File: config.mk
export PLATFORM = sky130hd
export DESIGN_NAME = vga_capture_flat
export DESIGN_NICKNAME = d
export VERILOG_FILES = /design/src/rtl/vga_capture_if.sv /design/src/rtl/vga_capture.sv /design/src/flat_wrapper.sv
export SDC_FILE = /design/constraint.sdc
export NUM_CORES = 1
export LEC_CHECK = 0
export CAP_MARGIN = 10
export CORE_UTILIZATION = 55
export DETAILED_ROUTE_END_ITERATION = 8
export PLACE_DENSITY_LB_ADDON = 0.05
export SLEW_MARGIN = 20
export SYNTH_ARGS = -nofsm -noshare
export SYNTH_HDL_FRONTEND = slang
export SYNTH_SLANG_ARGS = --single-unit
File: constraint.sdc
create_clock -name clk_clk -period 4.5 [get_ports clk_clk]
set_input_delay 0.9 -clock clk_clk [delete_from_list [all_inputs] [get_ports clk_clk]]
set_output_delay 0.9 -clock clk_clk [all_outputs]
set_load 0.005 [all_outputs]
File: src/rtl/vga_capture_if.sv
// Purpose: video conduit in, captured pixels and per-frame check results out.
// Latency: n/a (signal bundle only).
// Backpressure: none; the video stream cannot be stalled.
// Ports: master = video source / result consumer, slave = vga_capture.
//   vga_hs/vga_vs (active-low syncs), vga_blank (1 = visible), vga_r/g/b colour;
//   pix_valid/pix_x/pix_y/pix_rgb captured pixel; frame_done/frame_ok/checksum/
//   err_count frame results; sync_lost watchdog strobe.
interface vga_capture_if #(
  parameter int COLOR_W = 4
);
  logic                   vga_hs;
  logic                   vga_vs;
  logic                   vga_blank;
  logic [COLOR_W-1:0]     vga_r;
  logic [COLOR_W-1:0]     vga_g;
  logic [COLOR_W-1:0]     vga_b;
  logic                   pix_valid;
  logic [10:0]            pix_x;
  logic [9:0]             pix_y;
  logic [3*COLOR_W-1:0]   pix_rgb;
  logic                   frame_done;
  logic                   frame_ok;
  logic [15:0]            checksum;
  logic [7:0]             err_count;
  logic                   sync_lost;

  modport master (
    output vga_hs, vga_vs, vga_blank, vga_r, vga_g, vga_b,
    input  pix_valid, pix_x, pix_y, pix_rgb,
    input  frame_done, frame_ok, checksum, err_count, sync_lost
  );

  modport slave (
    input  vga_hs, vga_vs, vga_blank, vga_r, vga_g, vga_b,
    output pix_valid, pix_x, pix_y, pix_rgb,
    output frame_done, frame_ok, checksum, err_count, sync_lost
  );
endinterface

File: src/rtl/vga_capture.sv
// Purpose: capture looped-back VGA video, recover pixel coordinates, check line/frame timing, checksum each frame.
// Latency: pix_valid 2 cycles after the input sample; frame_done 2 cycles after VS falls at the input.
// Backpressure: none; one pixel per clk_clk is always accepted.
// Ports: clk_clk pixel clock, reset_reset_n async active-low reset,
//   vga (slave modport of vga_capture_if) carries video in and results out.
module vga_capture #(
  parameter int H_ACTIVE = 640,
  parameter int V_ACTIVE = 480,
  parameter int H_TOTAL  = 800,
  parameter int V_TOTAL  = 525,
  parameter int COLOR_W  = 4
) (
  input  logic          clk_clk,
  input  logic          reset_reset_n,
  vga_capture_if.slave  vga
);

  localparam int LC_W     = $clog2(H_TOTAL + 1) + 1;
  localparam int LN_W     = $clog2(V_TOTAL + 1) + 1;
  localparam int WD_LIMIT = 2 * H_TOTAL * V_TOTAL;
  localparam int WD_W     = $clog2(WD_LIMIT + 1);

  localparam logic [10:0]     X_ACT   = 11'(H_ACTIVE);
  localparam logic [9:0]      Y_ACT   = 10'(V_ACTIVE);
  localparam logic [LC_W-1:0] LC_LAST = LC_W'(H_TOTAL - 1);
  localparam logic [LN_W-1:0] LN_TOT  = LN_W'(V_TOTAL);
  // Firing one count early makes sync_lost rise exactly WD_LIMIT cycles after frame_done.
  localparam logic [WD_W-1:0] WD_LAST = WD_W'(WD_LIMIT - 1);

  typedef struct packed {
    logic               hs;
    logic               vs;
    logic               blank;
    logic [COLOR_W-1:0] r;
    logic [COLOR_W-1:0] g;
    logic [COLOR_W-1:0] b;
  } vid_t;

  typedef enum logic {SEEK, FRAME} state_t;

  state_t            state, state_nxt;
  vid_t              d0;
  logic              d1_hs, d1_vs;
  logic [10:0]       x;
  logic [9:0]        y;
  logic [LN_W-1:0]   lines;
  logic [LC_W-1:0]   line_cyc;
  logic [WD_W-1:0]   wd;
  logic [15:0]       sum;
  logic              err;
  logic              hs_seen;   // an hs_fall has been seen in this frame, so line_cyc is meaningful

  logic              hs_fall, vs_fall, in_frame, wd_fire;
  logic              pix_take, pix_bad, lc_bad, x_bad, frame_ok_nxt;
  logic [10:0]       x_inc;
  logic [9:0]        y_inc, y_closed;
  logic [LN_W-1:0]   lines_inc;
  logic [LC_W-1:0]   lc_inc;

  assign hs_fall  = d1_hs & ~d0.hs;
  assign vs_fall  = d1_vs & ~d0.vs;
  assign in_frame = (state == FRAME);

  assign x_inc     = (x == '1)        ? x        : x + 11'd1;
  assign y_inc     = (y == '1)        ? y        : y + 10'd1;
  assign lines_inc = (lines == '1)    ? lines    : lines + LN_W'(1);
  assign lc_inc    = (line_cyc == '1) ? line_cyc : line_cyc + LC_W'(1);

  assign pix_take = in_frame & d0.blank & (x < X_ACT) & (y < Y_ACT);
  assign pix_bad  = in_frame & d0.blank & ~((x < X_ACT) & (y < Y_ACT));
  assign lc_bad   = hs_fall & hs_seen & (line_cyc != LC_LAST);
  assign x_bad    = (x != 11'd0) & (x != X_ACT);
  // A line with visible pixels still open at vs_fall is closed before judging the frame.
  assign y_closed = (x != 11'd0) ? y_inc : y;
  // A coincident hs_fall belongs to the new frame, so lines is not bumped here.
  assign frame_ok_nxt = ~(err | lc_bad | x_bad | pix_bad) & (y_closed == Y_ACT) & (lines == LN_TOT);

  always_ff @(posedge clk_clk or negedge reset_reset_n) begin
    if (!reset_reset_n) state <= SEEK;
    else                state <= state_nxt;
  end

  always_comb begin
    state_nxt = state;
    wd_fire   = 1'b0;
    case (state)
      SEEK:  if (vs_fall) state_nxt = FRAME;
      FRAME: if (!vs_fall && wd == WD_LAST) begin
               state_nxt = SEEK;
               wd_fire   = 1'b1;
             end
      default: state_nxt = SEEK;
    endcase
  end

  always_ff @(posedge clk_clk or negedge reset_reset_n) begin
    if (!reset_reset_n) begin
      d0             <= '0;
      d1_hs          <= 1'b0;
      d1_vs          <= 1'b0;
      x              <= '0;
      y              <= '0;
      lines          <= '0;
      line_cyc       <= '0;
      wd             <= '0;
      sum            <= '0;
      err            <= 1'b0;
      hs_seen        <= 1'b0;
      vga.pix_valid  <= 1'b0;
      vga.pix_x      <= '0;
      vga.pix_y      <= '0;
      vga.pix_rgb    <= '0;
      vga.frame_done <= 1'b0;
      vga.frame_ok   <= 1'b0;
      vga.checksum   <= '0;
      vga.err_count  <= '0;
      vga.sync_lost  <= 1'b0;
    end else begin
      d0    <= '{hs: vga.vga_hs, vs: vga.vga_vs, blank: vga.vga_blank,
                 r: vga.vga_r, g: vga.vga_g, b: vga.vga_b};
      d1_hs <= d0.hs;
      d1_vs <= d0.vs;

      vga.pix_valid  <= pix_take;
      vga.frame_done <= 1'b0;
      vga.sync_lost  <= wd_fire;
      if (pix_take) begin
        vga.pix_x   <= x;
        vga.pix_y   <= y;
        vga.pix_rgb <= {d0.r, d0.g, d0.b};
      end

      if (!in_frame || vs_fall) begin
        // Both lock-on and frame close start a fresh frame; a coincident
        // hs_fall is that frame's first line start.
        if (in_frame) begin
          vga.frame_done <= 1'b1;
          vga.frame_ok   <= frame_ok_nxt;
          vga.checksum   <= sum;
          if (!frame_ok_nxt && vga.err_count != 8'hFF)
            vga.err_count <= vga.err_count + 8'd1;
        end
        x        <= '0;
        y        <= '0;
        sum      <= '0;
        err      <= 1'b0;
        wd       <= '0;
        lines    <= (vs_fall && hs_fall) ? LN_W'(1) : '0;
        hs_seen  <= vs_fall & hs_fall;
        line_cyc <= (hs_fall || !in_frame) ? '0 : lc_inc;
      end else if (!wd_fire) begin
        wd       <= wd + WD_W'(1);
        line_cyc <= hs_fall ? '0 : lc_inc;
        if (d0.blank) x <= x_inc;
        if (pix_take) sum <= sum + 16'({d0.r, d0.g, d0.b});
        if (pix_bad || lc_bad) err <= 1'b1;
        if (hs_fall) begin
          if (x_bad) err <= 1'b1;
          y       <= y_closed;
          x       <= '0;
          lines   <= lines_inc;
          hs_seen <= 1'b1;
        end
      end
    end
  end

endmodule

File: src/flat_wrapper.sv
// flat-port wrapper written by rule: the top's interface ports become plain ports
module vga_capture_flat 
#(
  parameter int H_ACTIVE = 640,
  parameter int V_ACTIVE = 480,
  parameter int H_TOTAL  = 800,
  parameter int V_TOTAL  = 525,
  parameter int COLOR_W  = 4
)
  (clk_clk, reset_reset_n, vga_vga_hs, vga_vga_vs, vga_vga_blank, vga_vga_r, vga_vga_g, vga_vga_b, vga_pix_valid, vga_pix_x, vga_pix_y, vga_pix_rgb, vga_frame_done, vga_frame_ok, vga_checksum, vga_err_count, vga_sync_lost);
  vga_capture_if #(.COLOR_W(COLOR_W)) vga_i ();
  input  logic clk_clk;
  input  logic reset_reset_n;
  input wire logic [$bits(vga_i.vga_hs)-1:0] vga_vga_hs;
  input wire logic [$bits(vga_i.vga_vs)-1:0] vga_vga_vs;
  input wire logic [$bits(vga_i.vga_blank)-1:0] vga_vga_blank;
  input wire logic [$bits(vga_i.vga_r)-1:0] vga_vga_r;
  input wire logic [$bits(vga_i.vga_g)-1:0] vga_vga_g;
  input wire logic [$bits(vga_i.vga_b)-1:0] vga_vga_b;
  output wire logic [$bits(vga_i.pix_valid)-1:0] vga_pix_valid;
  output wire logic [$bits(vga_i.pix_x)-1:0] vga_pix_x;
  output wire logic [$bits(vga_i.pix_y)-1:0] vga_pix_y;
  output wire logic [$bits(vga_i.pix_rgb)-1:0] vga_pix_rgb;
  output wire logic [$bits(vga_i.frame_done)-1:0] vga_frame_done;
  output wire logic [$bits(vga_i.frame_ok)-1:0] vga_frame_ok;
  output wire logic [$bits(vga_i.checksum)-1:0] vga_checksum;
  output wire logic [$bits(vga_i.err_count)-1:0] vga_err_count;
  output wire logic [$bits(vga_i.sync_lost)-1:0] vga_sync_lost;
  assign vga_i.vga_hs = vga_vga_hs;
  assign vga_i.vga_vs = vga_vga_vs;
  assign vga_i.vga_blank = vga_vga_blank;
  assign vga_i.vga_r = vga_vga_r;
  assign vga_i.vga_g = vga_vga_g;
  assign vga_i.vga_b = vga_vga_b;
  assign vga_pix_valid = vga_i.pix_valid;
  assign vga_pix_x = vga_i.pix_x;
  assign vga_pix_y = vga_i.pix_y;
  assign vga_pix_rgb = vga_i.pix_rgb;
  assign vga_frame_done = vga_i.frame_done;
  assign vga_frame_ok = vga_i.frame_ok;
  assign vga_checksum = vga_i.checksum;
  assign vga_err_count = vga_i.err_count;
  assign vga_sync_lost = vga_i.sync_lost;
  vga_capture #(.H_ACTIVE(H_ACTIVE), .V_ACTIVE(V_ACTIVE), .H_TOTAL(H_TOTAL), .V_TOTAL(V_TOTAL), .COLOR_W(COLOR_W)) u_core (.clk_clk(clk_clk), .reset_reset_n(reset_reset_n), .vga(vga_i));
endmodule
==> results of run 1 <==
[worst paths after layout]
path,start,endpoint,slack [ps],cells past startpoint
hold reg to reg,u_core.d0[13]$_DFF_PN0_,u_core.d1_vs$_DFF_PN0_,410,0
setup reg to reg,u_core.x[7]$_DFFE_PN0P_,u_core.sum[14]$_DFFE_PN0P_,1490,8
max in group asynchronous,reset_reset_n,u_core.wd[10]$_DFFE_PN0P_,3070,2
hold / removal,u_core.d0[13]$_DFF_PN0_,u_core.d1_vs$_DFF_PN0_,410,0
min in group asynchronous,reset_reset_n,u_core.line_cyc[9]$_DFFE_PN0P_,580,1
setup / recovery,u_core.x[7]$_DFFE_PN0P_,u_core.sum[14]$_DFFE_PN0P_,1490,8
[report_power, final]
group          leakage [nW]  internal [mW]  switching [mW]
clock network         0.307          0.962           0.578
registers              2.10           1.64           0.182
logic                  1.66          0.521           0.467
[routing by layer]
layer,GRT usage,vias up,wire length [microns],part of all wire
met4,0.0802,0,207,0.012
met1,0.356,2946,8150,0.47
li1,-,2780,-,-
met3,0.0550,20,643,0.037
met2,0.400,132,8310,0.48
met5,0,-,0,0
[state kept, by name, indices dropped and copies added (netlist names), 8 cells and up]
register	flops
u_core.vga.pix_x	11
u_core.x	11
u_core.vga.pix_rgb	12
u_core.sum	16
u_core.lines	11
u_core.vga.checksum	16
u_core.line_cyc	11
u_core.vga.pix_y	10
u_core.wd	20
u_core.vga.err_count	8
u_core.d0	15
u_core.y	10
[cell families after synthesis]
group,after synthesis
and+or+nand+nor,297
DFF,160
AOI/OAI and AO/OA,118
xor gates and xnor gates,57
muxes,46
buffers and inverters,44
adders and majority gates,21
[metrics by stage]
step,setup slack [ps],std cells,cell area [sq um],hold WS (ps),power [mW]
2_1_floorplan,1940,743,7780,366,2.42
3_3_place_gp,1620,976,8690,378,2.78
3_5_place_dp,1520,976,8690,396,2.82
4_1_cts,1520,1008,9330,407,4.38
5_1_grt,1260,1008,9330,414,4.58
6_report,1490,1008,9330,405,4.35
[cell usage in the layout (no fill, tap or decap), drive strengths merged, types with 8 or more instances in the layout]
master	instances
clkbuf	20
nor4	8
clkdlybuf4s50	76
xor2	22
nand3	39
dfrtp	160
nor4b	8
inv	17
nand4	16
mux2	44
xnor2	35
or3	11
nor2	75
ha	20
and2	9
a21oi	35
and3	16
nor3	16
nand2	73
o21ai	30
[critical path, cell delays in order (launching register included)]
cell	delay, ps
dfrtp_1	500
o21ai_0	290
nand4b_1	170
buf_4	250
a21oi_2	630
o2111ai_1	310
nor4b_1	500
o211ai_1	160
o31ai_1	100
[area by class of cell]
| type | count | area, sq um |
|---|---|---|
| fill | 1042 | 4500 |
| sequential | 160 | 4000 |
| multi-input combinational | 539 | 3580 |
| timing repair buffer | 82 | 822 |
| clock buffer | 20 | 457 |
| tap | 180 | 225 |
| clock inverter | 12 | 180 |
| inverter | 15 | 56.3 |
==> metrics.cfg, run 1 <==
[global_route]
grt_pass1_wl_microns=29000
grt_overflow_total=0
grt_max_degree=97
grt_pass1_vias=5900
gr-usage-all-layers=0.255
antenna_found_initial=0

[placed_design]
numPortBuffers=77
post-dp-hpwl_microns=11800
place_congestion=0.839

[finish]
nNetsFinal=853
postLayoutCoreUtil=0.675
area_growth_pct=19.9
drive_above_1_share=0.122
antenna_cells=0

[timing]
period_minus_slack_ps=3010
finalSetupViolations=0
tns_ps=0
rsz0062_at_grt=no
fin_crit_sh=0.669
hold_viol_final=0
tightest_slew_ps=937
slew_headroom=0.375
skew_ps=10.9
fmax_mhz=332
maxSlewViolCount=0

[worst_setup_path]
startpoint_type=register
worstPathRequired_ps=4820
endpoint_kind=register
crit_fanout=16
crit_type=register to register
cp.arrival_ps=3330

[synth]
synth_top_family_by_area=simple AND/OR/NAND/NOR gates
yosysMostFrequentCell=dfrtp_1
synth_top_area_frac=0.515
synth_edf_count=0
ys_seq_area_frac=0.515
synth_top_area_cell=dfrtp_1
yosys_warnings=0
synth.distinct_cells=68
synth_top_flop_cell=dfrtp_1
syn_nets=781
syn-cell-area_sq_um=7780
synth_area_leaders=dfrtp_1 (51%), mux2_2 (6.2%), xnor2_1 (3.9%)
synth.area.mux_share=0.0668
synth_adder_area_share=0.0347
synthCells=743
synth_xor_area_frac=0.0642
async_reset_ff_frac=1.00
synthTopCellsByCount=dfrtp_1 (160), nor2_1 (74), nand2_1 (72)
synth-seq-cells=160
synthSimpleGateAreaFrac=0.196
synth_compound_area_frac=0.0985
avgSynthCellArea_sq_um=10.5

[clock_tree]
cts_setup_buffers=0
numCtsBuffers=17
htreeDepth=4
cts_tree=built
clock-sinks=160
clkTransAtPathRegs_ps=60
hold_buffers=0
clock_latency_ps=420
cts_resized=0
clockBufferDepth=2
clock-root-buffer=clkbuf_16

[power_and_ir_drop]
leakage_nw=4.06
powerDensity_nw_per_um2=466
ir_drop_mv=0.341

[hold_path]
hold_path.class=register to register

[status]
outcome=complete, no violations

[routing]
drt_pass1_iterations=5
ant_nets=0
drt_iter0_drc=350
vias_per_cell=5.83
vias=5878
post-route-drc-count=0
avgRoutedWirePerCell_microns=17.2
wl_microns=17300

[floorplan]
start_util=0.562
die-area_sq_um=14600
die_h_microns=121
die_width_microns=121
core-area_sq_um=13800
rows=43
num_io_pins=78

[flow_run]
maxCapViolations=0

(Power assumes the default switching activity.)
==> run 2: changes to the inputs <==
- CORE_UTILIZATION: 55 -> 52
- clock period: 4.5 -> 2.6 ns (I/O delays scaled with it)
==> run 2 against run 1 <==
Combinational power rose by 80%. Sequential cell count stayed put. Clock-buffer cell count decreased by 1. Power up 76%. Sequential share of layout area down 1.6 points. Worst setup slack worse by 1400 ps. Core utilization down 1.1 points. Sequential power grew 72%. Clock skew is 2.9 ps lower. Clock power is 79% higher. Via count is 3.1% higher. Critical path type unchanged. Critical endpoint is now u_core.x[8]$_DFFE_PN0P_.
==> metrics.cfg, run 2 (same netlist as run 1, synthesis figures left out) <==
[status]
outcome=complete, no violations

[global_route]
use_met1=0.343  ; -0.0122
use_met2=0.395  ; -0.00513
grt_overflow_total=0  ; unchanged
grt_max_degree=54  ; -44%
gr-usage-met3=0.0481  ; -0.00687
antenna_found_initial=0  ; unchanged
gr-usage-all-layers=0.246  ; -0.00918
grt_pass1_vias=5989  ; +1.5%
busiest_layer=met2
grt_pass1_wl_microns=30600  ; +5.3%

[routing]
vias_per_cell=5.78  ; -0.93%
vias=6060  ; +3.1%
wl_microns=18200  ; +5.3%
post-route-drc-count=0  ; unchanged
ant_nets=0  ; unchanged
drt_iter0_drc=476  ; +36%
avgRoutedWirePerCell_microns=17.4  ; +1.2%
drt_pass1_iterations=5  ; unchanged

[floorplan]
rows=44  ; +2.3%
die-area_sq_um=15400  ; +5.7%
num_io_pins=78  ; unchanged
core-area_sq_um=14600  ; +5.5%
start_util=0.533  ; -0.0294
die_h_microns=124  ; +2.8%
die_width_microns=124  ; +2.8%

[finish]
final_cell_mix=dfrtp_1 (160), clkdlybuf4s50_1 (76), nor2_1 (74)
largest_reg_flops=20  ; unchanged
regMostFlops=u_core.wd
antenna_cells=0  ; unchanged
nNetsFinal=891  ; +4.5%
final_common_cell=dfrtp_1
nFillCells=1132  ; +8.6%
area_growth_pct=24.5
largestRegisters=u_core.wd (20), u_core.sum (16), u_core.vga.checksum (16)
drive_above_1_share=0.164  ; +0.0422

[worst_setup_path]
crit_family=compound AO/OA/AOI/OAI gates
crit_fanout=5  ; -11
startpoint_type=register
crit_type=register to register
path_buf_inv=0  ; -1
cpMostUsedCell=nand4b_1
crit_chain=ha_1 > and3_1 > nand4b_1 > o22ai_2 > a2111oi_0 > nand4b_1 > a21oi_1
max_stage_delay_ps=780  ; +150 ps
cp_slowest_cell=a2111oi_0
cp.arrival_ps=2840  ; -490 ps
endpoint_kind=register
worstPathRequired_ps=2940  ; -1880 ps

[power_and_ir_drop]
powerDensity_nw_per_um2=791  ; +70%
leakage_nw=4.27  ; +5.2%
ir_drop_mv=0.494  ; +45%
p_total_mw=7.66  ; +76%

[timing]
maxSlewViolCount=0  ; unchanged
skew_ps=7.99  ; -2.95 ps
hold_viol_final=0  ; unchanged
tightest_slew_ps=811  ; -127 ps
fin_crit_sh=0.960  ; +0.291
tns_ps=0  ; unchanged
fmax_mhz=401  ; +21%
finalSetupViolations=0  ; unchanged
slew_headroom=0.446  ; +0.0706
period_minus_slack_ps=2500  ; -514 ps

[placed_design]
place_congestion=0.850  ; +1.4%
post-dp-hpwl_microns=12900  ; +9.0%
numPortBuffers=77  ; unchanged

[clock_tree]
clockBufferDepth=2  ; unchanged
clock_latency_ps=420  ; about the same
clock-sinks=160  ; unchanged
cts_tree=built
clkTransAtPathRegs_ps=60  ; about the same
htreeDepth=4  ; unchanged
numCtsBuffers=17  ; unchanged
clock-root-buffer=clkbuf_16

[hold_path]
hold_path.class=primary input to asynchronous set/reset pin

[flow_run]
maxCapViolations=0  ; unchanged

==> run 2: changes by cell type in the layout (fill, tap and decap cells not counted), sizes merged <==
| cell | delta |
|---|---|
| clkbuf | -1 |
| inv | +1 |
| clkinv | -3 |
| clkinvlp | +1 |
| buf | +38 |
| bufinv | +1 |
==> run 2: routing by layer <==
layer | wire length, microns | part of all wire | vias up
met2 | 8880 | 0.49 | 180
li1 | - | - | 2868
met5 | 0 | 0 | -
met4 | 223 | 0.012 | 0
met1 | 8280 | 0.45 | 2996
met3 | 847 | 0.046 | 16
==> run 2: cell type report <==
type	count	area, sq um	area share
Sequential cell	160	4000	0.414
Multi-Input combinational cell	539	3620	0.374
Timing Repair Buffer	120	1120	0.116
Clock buffer	19	443	0.0457
Tap cell	184	230	0.0238
Clock inverter	12	206	0.0213
Inverter	15	56.3	0.00582
==> run 2: through the flow <==
step	util	setup slack, ps	hold slack, ps	cell area, sq um	std cells
2_1_floorplan	-	40.4	224	7780	743
3_3_place_gp	0.616	3.72	389	8990	1017
3_5_place_dp	0.616	89.3	398	8990	1017
4_1_cts	0.660	68.3	55.9	9640	1048
5_1_grt	0.664	-56.4	76.9	9680	1049
6_report	0.664	104	41.0	9680	1049
==> run 2: repair_timing <==
item                                    in CTS  in global routing
hold buffers                                 0                  0
resized for setup                            0                  7
hold endpoints to repair                     0                  0
setup buffers                                0                  1
endpoints found under the setup margin       0                 27
==> run 2: worst paths after layout <==
check                                          from  depth (start not counted)  slack, ps                              end
setup / recovery           u_core.wd[0]$_DFFE_PN0P_                          7        100          u_core.x[8]$_DFFE_PN0P_
hold / removal                        reset_reset_n                          1         40  u_core.vga.pix_y[9]$_DFFE_PN0P_
setup reg to reg           u_core.wd[0]$_DFFE_PN0P_                          7        100          u_core.x[8]$_DFFE_PN0P_
hold reg to reg             u_core.d0[13]$_DFF_PN0_                          0        410           u_core.d1_vs$_DFF_PN0_
max in group asynchronous             reset_reset_n                          2       1800          u_core.y[7]$_DFFE_PN0P_
min in group clk_clk        u_core.d0[13]$_DFF_PN0_                          0        410           u_core.d1_vs$_DFF_PN0_
==> run 2: report_power, final <==
part | switching (mW) | total (mW) | leakage (nW) | internal [mW]
logic | 0.833 | 1.78 | 1.86 | 0.945
clock network | 1.01 | 2.75 | 0.308 | 1.74
registers | 0.298 | 3.13 | 2.10 | 2.84
total | 2.15 | 7.66 | 4.27 | 5.52
==> run 3: changes to the inputs <==
- CORE_UTILIZATION: 52 -> 45
- SETUP_SLACK_MARGIN: default -> 0.05
==> run 3 against run 2 <==
Critical path depth rose by 1. Via count fell by 0.31%. Register-to-register slack gained 30 ps. Clock power fell by 7%. Final cell count rose by 4.5%. Global-route usage shrank 2.5 points. Critical endpoint is now u_core.vga.err_count[5]$_DFFE_PN0P_.
==> metrics.cfg, run 3 (same netlist as run 1, synthesis figures left out) <==
[worst_setup_path]
crit_family=simple AND/OR/NAND/NOR gates
startpoint_type=register
cp_slowest_cell=or4_2
cp.arrival_ps=2770  ; -70 ps
crit_fanout=8  ; +3
endpoint_kind=register
r2r_slack_ps=130  ; +30 ps
crit_chain=ha_1 > and4_2 > and3_1 > or4_2 > nand3_2 > nand4_4 > buf_4 > a41o_1
worstPathRequired_ps=2910  ; -30 ps
path_buf_inv=1  ; +1
r2r-end=u_core.vga.err_count[5]$_DFFE_PN0P_
r2r_start=u_core.y[0]$_DFFE_PN0P_
crit_type=register to register
worstRegToRegCells=8  ; +1
max_stage_delay_ps=560  ; -220 ps

[power_and_ir_drop]
leakage_nw=4.31  ; +1.0%
powerDensity_nw_per_um2=765  ; -3.3%
ir_drop_mv=0.491  ; -0.62%

[timing]
slew_headroom=0.606  ; +0.160
tightest_slew_ps=587  ; -223 ps
fmax_mhz=406  ; +1.2%
finalSetupViolations=0  ; unchanged
period_minus_slack_ps=2470  ; -30.6 ps
fin_crit_sh=0.948  ; -0.0118
rsz0062_at_grt=yes
skew_ps=8.93  ; +0.933 ps
tns_ps=0  ; unchanged
maxSlewViolCount=0  ; unchanged
hold_viol_final=0  ; unchanged

[global_route]
grt_max_degree=65  ; +20%
gr-usage-all-layers=0.221  ; -0.0250
grt_overflow_total=0  ; unchanged
grt_pass1_wl_microns=30900  ; +1.1%
antenna_found_initial=0  ; unchanged
grt_pass1_vias=6011  ; +0.37%

[finish]
postLayoutCoreUtil=0.586  ; -0.0776
final_area_sq_um=9790  ; +1.1%
nNetsFinal=902  ; +1.2%
final_common_cell=dfrtp_1
regMostFlops=u_core.wd
area_growth_pct=25.8
final_cell_mix=dfrtp_1 (160), clkdlybuf4s50_1 (76), nor2_1 (74)
drive_above_1_share=0.175  ; +0.0105
largestRegisters=u_core.wd (20), u_core.sum (16), u_core.vga.checksum (16)
largest_reg_flops=20  ; unchanged
antenna_cells=0  ; unchanged

[placed_design]
postPlaceCellArea_sq_um=9090  ; +1.1%
post-dp-hpwl_microns=12900  ; +0.42%
place_congestion=0.887  ; +4.3%
numPortBuffers=77  ; unchanged

[hold_path]
hold_path.class=primary input to asynchronous set/reset pin

[clock_tree]
clkTransAtPathRegs_ps=70  ; about the same
clock_latency_ps=420  ; about the same
htreeDepth=4  ; unchanged
cts_tree=built
clock-sinks=160  ; unchanged
clock-root-buffer=clkbuf_16
numCtsBuffers=17  ; unchanged
clockBufferDepth=2  ; unchanged

[routing]
drt_pass1_iterations=5  ; unchanged
wl_microns=18300  ; +0.36%
vias=6041  ; -0.31%
vias_per_cell=5.51  ; -4.6%
drt_iter0_drc=303  ; -36%
post-route-drc-count=0  ; unchanged
ant_nets=0  ; unchanged
avgRoutedWirePerCell_microns=16.7  ; -3.9%

[floorplan]
rows=47  ; +6.8%
die-area_sq_um=17800  ; +15%
num_io_pins=78  ; unchanged
die_width_microns=133  ; +7.4%
core-area_sq_um=16700  ; +14%
start_util=0.466  ; -0.0674
die_h_microns=133  ; +7.4%

[flow_run]
maxCapViolations=0  ; unchanged

[status]
outcome=complete, no violations

run 3: area by class of cell:
type | count | area (sq um)
tap | 220 | 275
clock inverter | 9 | 131
fill | 1460 | 6910
clock buffer | 22 | 474
timing repair buffer | 131 | 1210
multi-input combinational | 539 | 3630
sequential | 160 | 4000
inverter | 15 | 56.3
run 3: layer usage:
layer,track usage,vias to the layer above,wire [microns]
li1,-,2893,-
met1,0.314,2981,8920
met2,0.339,142,8410
met3,0.0422,25,717
met4,0.0777,0,250
met5,0,-,0
run 3: worst max-delay path by stage:
stage,start,end,cells past startpoint
after floorplan,u_core.y[0]$_DFFE_PN0P_,u_core.vga.err_count[1]$_DFFE_PN0P_,9
after global placement,u_core.x[1]$_DFFE_PN0P_,u_core.vga.err_count[5]$_DFFE_PN0P_,10
after detailed placement,u_core.x[1]$_DFFE_PN0P_,u_core.vga.err_count[5]$_DFFE_PN0P_,10
after CTS,u_core.y[0]$_DFFE_PN0P_,u_core.vga.err_count[5]$_DFFE_PN0P_,8
after global routing,u_core.y[0]$_DFFE_PN0P_,u_core.vga.err_count[5]$_DFFE_PN0P_,9
final,u_core.y[0]$_DFFE_PN0P_,u_core.vga.err_count[5]$_DFFE_PN0P_,8
run 3: per-stage QoR:
stage | power, mW | std cells | hold slack (ps) | worst slack (ps)
2_1_floorplan | 4.18 | 743 | 224 | 68.9
3_3_place_gp | 4.89 | 1059 | 383 | 113
3_5_place_dp | 4.95 | 1059 | 380 | 16.0
4_1_cts | 7.56 | 1090 | 30.9 | 85.0
5_1_grt | 7.93 | 1096 | 49.8 | 31.4
6_report | 7.49 | 1096 | 30.3 | 134
run 3: timing repair:
action                                  4_1_cts  5_1_grt
hold buffers                                  0        0
buffers inserted                              0        6
endpoints found under the setup margin        2       14
gates resized for setup                       1        8
pin swaps                                     0        4
run 3: power breakdown:
part	internal, mW	switching [mW]	leakage, nW	total [mW]
clock network	1.58	0.978	0.289	2.56
registers	2.84	0.302	2.10	3.14
logic	0.957	0.832	1.93	1.79
total	5.38	2.11	4.31	7.49
